--- src/rtl/pio_pkg.sv ---
// Shared definitions for the PIO input-capture slave: register map and edge-mode encodings.
package pio_pkg;

    localparam logic [1:0] ADDR_DATA = 2'd0;
    localparam logic [1:0] ADDR_RSVD = 2'd1;
    localparam logic [1:0] ADDR_MASK = 2'd2;
    localparam logic [1:0] ADDR_EDGE = 2'd3;

    typedef enum logic [1:0] {
        EDGE_RISE = 2'd0,
        EDGE_FALL = 2'd1,
        EDGE_ANY  = 2'd2
    } edge_mode_e;

    // Picks the qualifying edge for a given EDGE_MODE parameter value.
    function automatic logic edge_sel(input int mode, input logic rise, input logic fall);
        if (mode == int'(EDGE_RISE))
            return rise;
        else if (mode == int'(EDGE_FALL))
            return fall;
        else
            return rise | fall;
    endfunction

endpackage

--- src/rtl/pio_bit_filter.sv ---
// One input bit: synchroniser chain, optional debouncer, and edge detect on the filtered value.
module pio_bit_filter
    import pio_pkg::*;
#(
    parameter int SYNC_STAGES     = 2,
    parameter int DEBOUNCE_CYCLES = 0,
    parameter int EDGE_MODE       = 0
) (
    input  logic clk,
    input  logic rst,
    input  logic pin,
    output logic f,
    output logic edge_pulse
);

    logic [SYNC_STAGES-1:0] sync;
    logic                   s;
    logic                   f_d;

    always_ff @(posedge clk or posedge rst) begin
        if (rst)
            sync <= '0;
        else
            sync <= {sync[SYNC_STAGES-2:0], pin};
    end

    assign s = sync[SYNC_STAGES-1];

    generate
        if (DEBOUNCE_CYCLES == 0) begin : g_bypass
            assign f = s;
        end else begin : g_debounce
            localparam int CW = $clog2(DEBOUNCE_CYCLES + 1);
            localparam logic [CW-1:0] TERM = CW'(DEBOUNCE_CYCLES - 1);
            logic [CW-1:0] cnt;
            logic          f_q;

            // Counter clears at the terminal count, so it never wraps.
            always_ff @(posedge clk or posedge rst) begin
                if (rst) begin
                    cnt <= '0;
                    f_q <= 1'b0;
                end else if (s == f_q) begin
                    cnt <= '0;
                end else if (cnt == TERM) begin
                    f_q <= ~f_q;
                    cnt <= '0;
                end else begin
                    cnt <= cnt + 1'b1;
                end
            end

            assign f = f_q;
        end
    endgenerate

    always_ff @(posedge clk or posedge rst) begin
        if (rst)
            f_d <= 1'b0;
        else
            f_d <= f;
    end

    assign edge_pulse = edge_sel(EDGE_MODE, f & ~f_d, ~f & f_d);

endmodule

--- src/rtl/pio_in_capture.sv ---
// Avalon-MM input port: filtered inputs, sticky edge capture with W1C, masked level irq.
module pio_in_capture
    import pio_pkg::*;
#(
    parameter int WIDTH           = 8,
    parameter int SYNC_STAGES     = 2,
    parameter int DEBOUNCE_CYCLES = 0,
    parameter int EDGE_MODE       = 0
) (
    input  logic             clk,
    input  logic             reset,
    input  logic [1:0]       address,
    input  logic             chipselect,
    input  logic             write_n,
    input  logic [WIDTH-1:0] writedata,
    input  logic [WIDTH-1:0] in_port,
    output logic [WIDTH-1:0] readdata,
    output logic             irq
);

    logic [WIDTH-1:0] f;
    logic [WIDTH-1:0] edges;
    logic [WIDTH-1:0] mask;
    logic [WIDTH-1:0] edgecap;
    logic [WIDTH-1:0] clr;
    logic [WIDTH-1:0] rd_mux;
    logic             wr;

    for (genvar i = 0; i < WIDTH; i++) begin : g_bit
        pio_bit_filter #(
            .SYNC_STAGES    (SYNC_STAGES),
            .DEBOUNCE_CYCLES(DEBOUNCE_CYCLES),
            .EDGE_MODE      (EDGE_MODE)
        ) u_filt (
            .clk       (clk),
            .rst       (reset),
            .pin       (in_port[i]),
            .f         (f[i]),
            .edge_pulse(edges[i])
        );
    end

    assign wr  = chipselect & ~write_n;
    assign clr = (wr && address == ADDR_EDGE) ? writedata : '0;

    // Read mux ignores chipselect so readdata tracks address every cycle.
    always_comb begin
        rd_mux = '0;
        case (address)
            ADDR_DATA: rd_mux = f;
            ADDR_RSVD: rd_mux = '0;
            ADDR_MASK: rd_mux = mask;
            ADDR_EDGE: rd_mux = edgecap;
            default:   rd_mux = '0;
        endcase
    end

    // A new edge overrides a simultaneous clear; irq uses the current capture value.
    always_ff @(posedge clk or posedge reset) begin
        if (reset) begin
            mask     <= '0;
            edgecap  <= '0;
            irq      <= 1'b0;
            readdata <= '0;
        end else begin
            if (wr && address == ADDR_MASK)
                mask <= writedata;
            edgecap  <= (edgecap & ~clr) | edges;
            irq      <= |(edgecap & mask);
            readdata <= rd_mux;
        end
    end

endmodule

--- config.mk ---
export PLATFORM = sky130hd
export DESIGN_NAME = pio_in_capture
export DESIGN_NICKNAME = d
export VERILOG_FILES = /design/src/rtl/pio_pkg.sv /design/src/rtl/pio_bit_filter.sv /design/src/rtl/pio_in_capture.sv
export SDC_FILE = /design/constraint.sdc
export NUM_CORES = 1
export LEC_CHECK = 0
export ABC_AREA = 0
export CAP_MARGIN = 10
export CORE_ASPECT_RATIO = 0.9
export CORE_UTILIZATION = 50
export CTS_CLUSTER_DIAMETER = 120
export DETAILED_ROUTE_END_ITERATION = 16
export PLACE_DENSITY = 0.8
export SETUP_SLACK_MARGIN = 0.05
export SYNTH_ARGS = -nofsm -noshare
export SYNTH_HDL_FRONTEND = slang
export SYNTH_HIERARCHICAL = 1
export SYNTH_SLANG_ARGS = --single-unit
--- constraint.sdc ---
create_clock -name clk -period 2.2 [get_ports clk]
set_clock_uncertainty 0.15 [all_clocks]
set_input_delay 0.44 -clock clk [delete_from_list [all_inputs] [get_ports clk]]
set_output_delay 0.44 -clock clk [all_outputs]
set_load 0.005 [all_outputs]
# Yosys cells after proc, flatten, opt, wreduce, memory -nomap -nowiden
# Index checks and enable logic that the tools add are counted.
# W data, S select, Z words.
[classes]
eq_ne = 3
n_mux = 2
n_bitwise = 22
n_reduce_logical = 4
[op_table]
columns = ["cell", "n"]
rows = [
  ["$pmux W8 S4", 1],
  ["$and A8 B8 Y8", 2],
  ["$and A1 B1 Y1", 9],
  ["$not A1 Y1", 9],
  ["$mux W8", 1],
  ["$not A8 Y8", 1],
  ["$or A8 B8 Y8", 1],
  ["$reduce_or A8 Y1", 1],
  ["$eq A2 B2 Y1 const B", 2],
  ["$eq A2 B1 Y1 const B", 1],
  ["$logic_and A1 B1 Y1", 2],
  ["$logic_not A2 Y1", 1],
]
[totals]
ff_bits = 49
inputBits = 22
out_inout_bits = 9
word_cells = 51

# Longest topological paths before layout
[depth]
depth_word = 7
mapped_depth = 4
mapped_depth_nobuf = 3

# Hierarchy
# Netlist, hierarchy kept.
[by_module_without_submodules]
columns = ["mod", "instances", "cells_each", "area_per_inst_um2"]
rows = [
  ["pio_in_capture", 1, 87, 1119.8],
  ["pio_bit_filter", 8, 5, 92.6],
]

# Worst setup path before layout
# No wires, ideal clock.
[synth_timing]
kind = "input to register"
start = "in write_n"
end = "reg mask[0]"
arrival_time_ns = 1.138
required_ns = 1.925
path_slack_ns = 0.786
stages = 3
cell_sequence = "and4bb_1 buf_6 mux2_4"
[synth_between]
elab_chain_len = 3
[synth_rtl]
columns = ["element", "line_no", "rtl"]
rows = [
  ["from (decl)", "pio_in_capture.sv:14", "input logic write_n,"],
  ["$not A1 Y1", "pio_in_capture.sv:43", "assign wr = chipselect & ~write_n;"],
  ["$and A1 B1 Y1", "pio_in_capture.sv:43", ""],
  ["$logic_and A1 B1 Y1", "pio_in_capture.sv:66", "if (wr && address == ADDR_MASK)"],
  ["to (signal assigned)", "pio_in_capture.sv:67", "mask <= writedata;"],
  ["to (decl)", "pio_in_capture.sv:23", "logic [WIDTH-1:0] mask;"],
]
# No other way between the ends.
# A chain may end at the register's enable or synchronous reset.

# Worst setup path in the final report
[layout_timing]
start = "reg readdata[0]"
end = "out readdata[0]"
[layout_rtl]
columns = ["element", "line_no", "rtl"]
rows = [
  ["from (decl)", "pio_in_capture.sv:17", "output logic [WIDTH-1:0] readdata,"],
  ["from (signal assigned)", "pio_in_capture.sv:70", "readdata <= rd_mux;"],
]
# No word-level cell between the ends.

==> flow_summary.json <==
{
  "status": "finished, final reports clean",
  "cts_buffer_depth": 2,
  "floorplan.initialDensity": 0.539,
  "critPathMaxFanout": 1,
  "rsz0062_at_grt": "no",
  "wl_per_cell_um": 15.6,
  "power.density_nw_per_um2": 812,
  "slew_headroom": 0.707,
  "die_area_um2": 3970,
  "syn_inst": 127,
  "grt_pass1_vias": 1094,
  "worst_slew_pin_slew_ns": 0.438,
  "die-height_um": 59.9,
  "seq_area_frac_synth": 0.659,
  "cts_inserted_buffers": 5,
  "io_buffer_count": 30,
  "finalWirelength_um": 3250,
  "start_kind": "flip-flop",
  "clk_pin_slew_worst_paths_ns": 0.09,
  "synth_area_per_cell_um2": 14.6,
  "cp_cell_sequence": "clkdlybuf4s50_1",
  "setup_slack_ns": 0.485,
  "cp_top_family": "buffers and inverters",
  "finalPower_w": 0.00190,
  "vias": 1076,
  "maxCapViolCount": 0,
  "dp_hpwl_um": 2430,
  "timing.final.crit_share": 0.779,
  "first_pass_iters": 4,
  "ant_nets": 0,
  "grt_max_degree": 15,
  "critPathCaptureType": "primary output",
  "worst-setup-path-type": "reg2out",
  "synth.distinct_cells": 15,
  "r2r_setup_slack_ns": 1.14,
  "final_common_cell": "dfrtp_1",
  "tns_ns": 0,
  "slowest_stage": "clkdlybuf4s50_1",
  "cts_resized": 0,
  "worstPathRequired_ns": 1.61,
  "netlist_area_um2": 1860,
  "crit_arrival_ns": 1.12,
  "grt_remaining_overflow": 0,
  "grt_pass1_wl_um": 5260,
  "rows": 20,
  "cts_root_buf": "clkbuf_8",
  "grtUsageTotal": 0.195,
  "clk_latency_ns": 0.30,
  "clock.fmax_mhz": 583,
  "worstHoldPathType": "reg2reg",
  "nets": 187,
  "p_leak_nw": 1.06,
  "finalSetupViolCount": 0,
  "grt_antenna_before_repair": 0,
  "die_w_um": 66.3,
  "drive_above_1_share": 0.182,
  "final_cell_mix": "49 x dfrtp_1, 30 x clkdlybuf4s50_1, 17 x inv_1",
  "critPathMaxStageDelay_ns": 0.50,
  "vias_per_cell": 5.15,
  "ys_ff_latch": 49,
  "cts.sinks": 49,
  "cts_hold_buf": 0,
  "place_ws_ns": 0.149,
  "report.final.slew_viol_count": 0,
  "n_antenna_cell": 0,
  "io_pins": 31,
  "first_iter_violations": 21,
  "hold_viol": 0,
  "cts_tree": "yes",
  "ys_warn_count": 6,
  "syn_nets": 149,
  "drc_errors": 0,
  "synthToLayoutAreaGrowth_pct": 25.4,
  "core-area_um2": 3450,
  "htreeDepth": 2,
  "post_cts_buffers": 0,
  "fin_crit_ns": 1.71,
  "place.gp.congestion": 0.813,
  "path_buf_inv": 1,
  "irDropWorstVdd_uv": 776
}
-- flip-flops by register name (all words and copies together) (netlist names) --
name               cells
g_bit.u_filt/sync     16
edgecap                8
g_bit.u_filt/f_d       8
mask                   8
readdata               8
irq                    1
-- path summary, 6_finish.rpt --
path,startpoint,to,cells past startpoint
setup reg to reg,edgecap[2]$_DFF_PP0_,irq$_DFF_PP0_,2
max in group asynchronous,reset,edgecap[1]$_DFF_PP0_,3
hold / removal,g_bit[5].u_filt/sync[0]$_DFF_PP0_,g_bit[5].u_filt/sync[1]$_DFF_PP0_,0
setup / recovery,readdata[0]$_DFF_PP0_,readdata[0],1
min in group asynchronous,reset,g_bit[5].u_filt/f_d$_DFF_PP0_,2
hold reg to reg,g_bit[5].u_filt/sync[0]$_DFF_PP0_,g_bit[5].u_filt/sync[1]$_DFF_PP0_,0
-- cells in the mapped netlist, drive strengths merged --
cell type,number,area share
nor2,8,0.016
and4bb,1,0.0067
nor2b,8,0.059
and2,1,0.0040
a31oi,8,0.027
buf,5,0.024
mux2i,8,0.043
and4b,1,0.0054
nand4,1,0.0034
a22oi,4,0.016
mux2,8,0.065
inv,17,0.034
o2bb2ai,8,0.038
dfrtp,49,0.66
-- cell type report --
class,count,area (µm²)
multi-input cells,56,527
clock inverters,2,35.0
clock buffers,5,68.8
repair buffers,36,358
fillers,242,1120
flip-flops and latches,49,1230
well taps,44,55.1
inverters,17,63.8
-- per-stage QoR --
step                utilization  hold WS [ns]  cell area (µm²)  instances
floorplan                     -        0.0436             1860        127
detailed placement        0.646         0.186             2230        202
global placement          0.646         0.185             2230        202
CTS                       0.676         0.203             2330        209
global route              0.676         0.215             2330        209
finish                    0.676         0.193             2330        209
-- routing by layer --
layer  wire length, µm  vias to the layer above  GRT usage
li1                  -                      496          -
met2              1690                       27      0.341
met3               100                        6     0.0515
met1              1400                      547      0.227
met4                66                        0     0.0851
met5                 0                        -          0
-- power by group --
group,switching [W],internal (W),total [W]
Clock,0.000273,0.000330,0.000603
Combinational,0.0000905,0.000162,0.000252
Sequential,0.0000584,0.000982,0.00104
Total,0.000422,0.00147,0.00190
-- cell families (layout without fill, tap and decap cells) --
group	Yosys count	in the layout	synth area share
mux	16	16	0.108
flops	49	49	0.659
simple gates	20	20	0.0948
buf+inv	22	60	0.0578
compound gates	20	20	0.0807
Note: power is estimated with default switching activity, not from simulation.
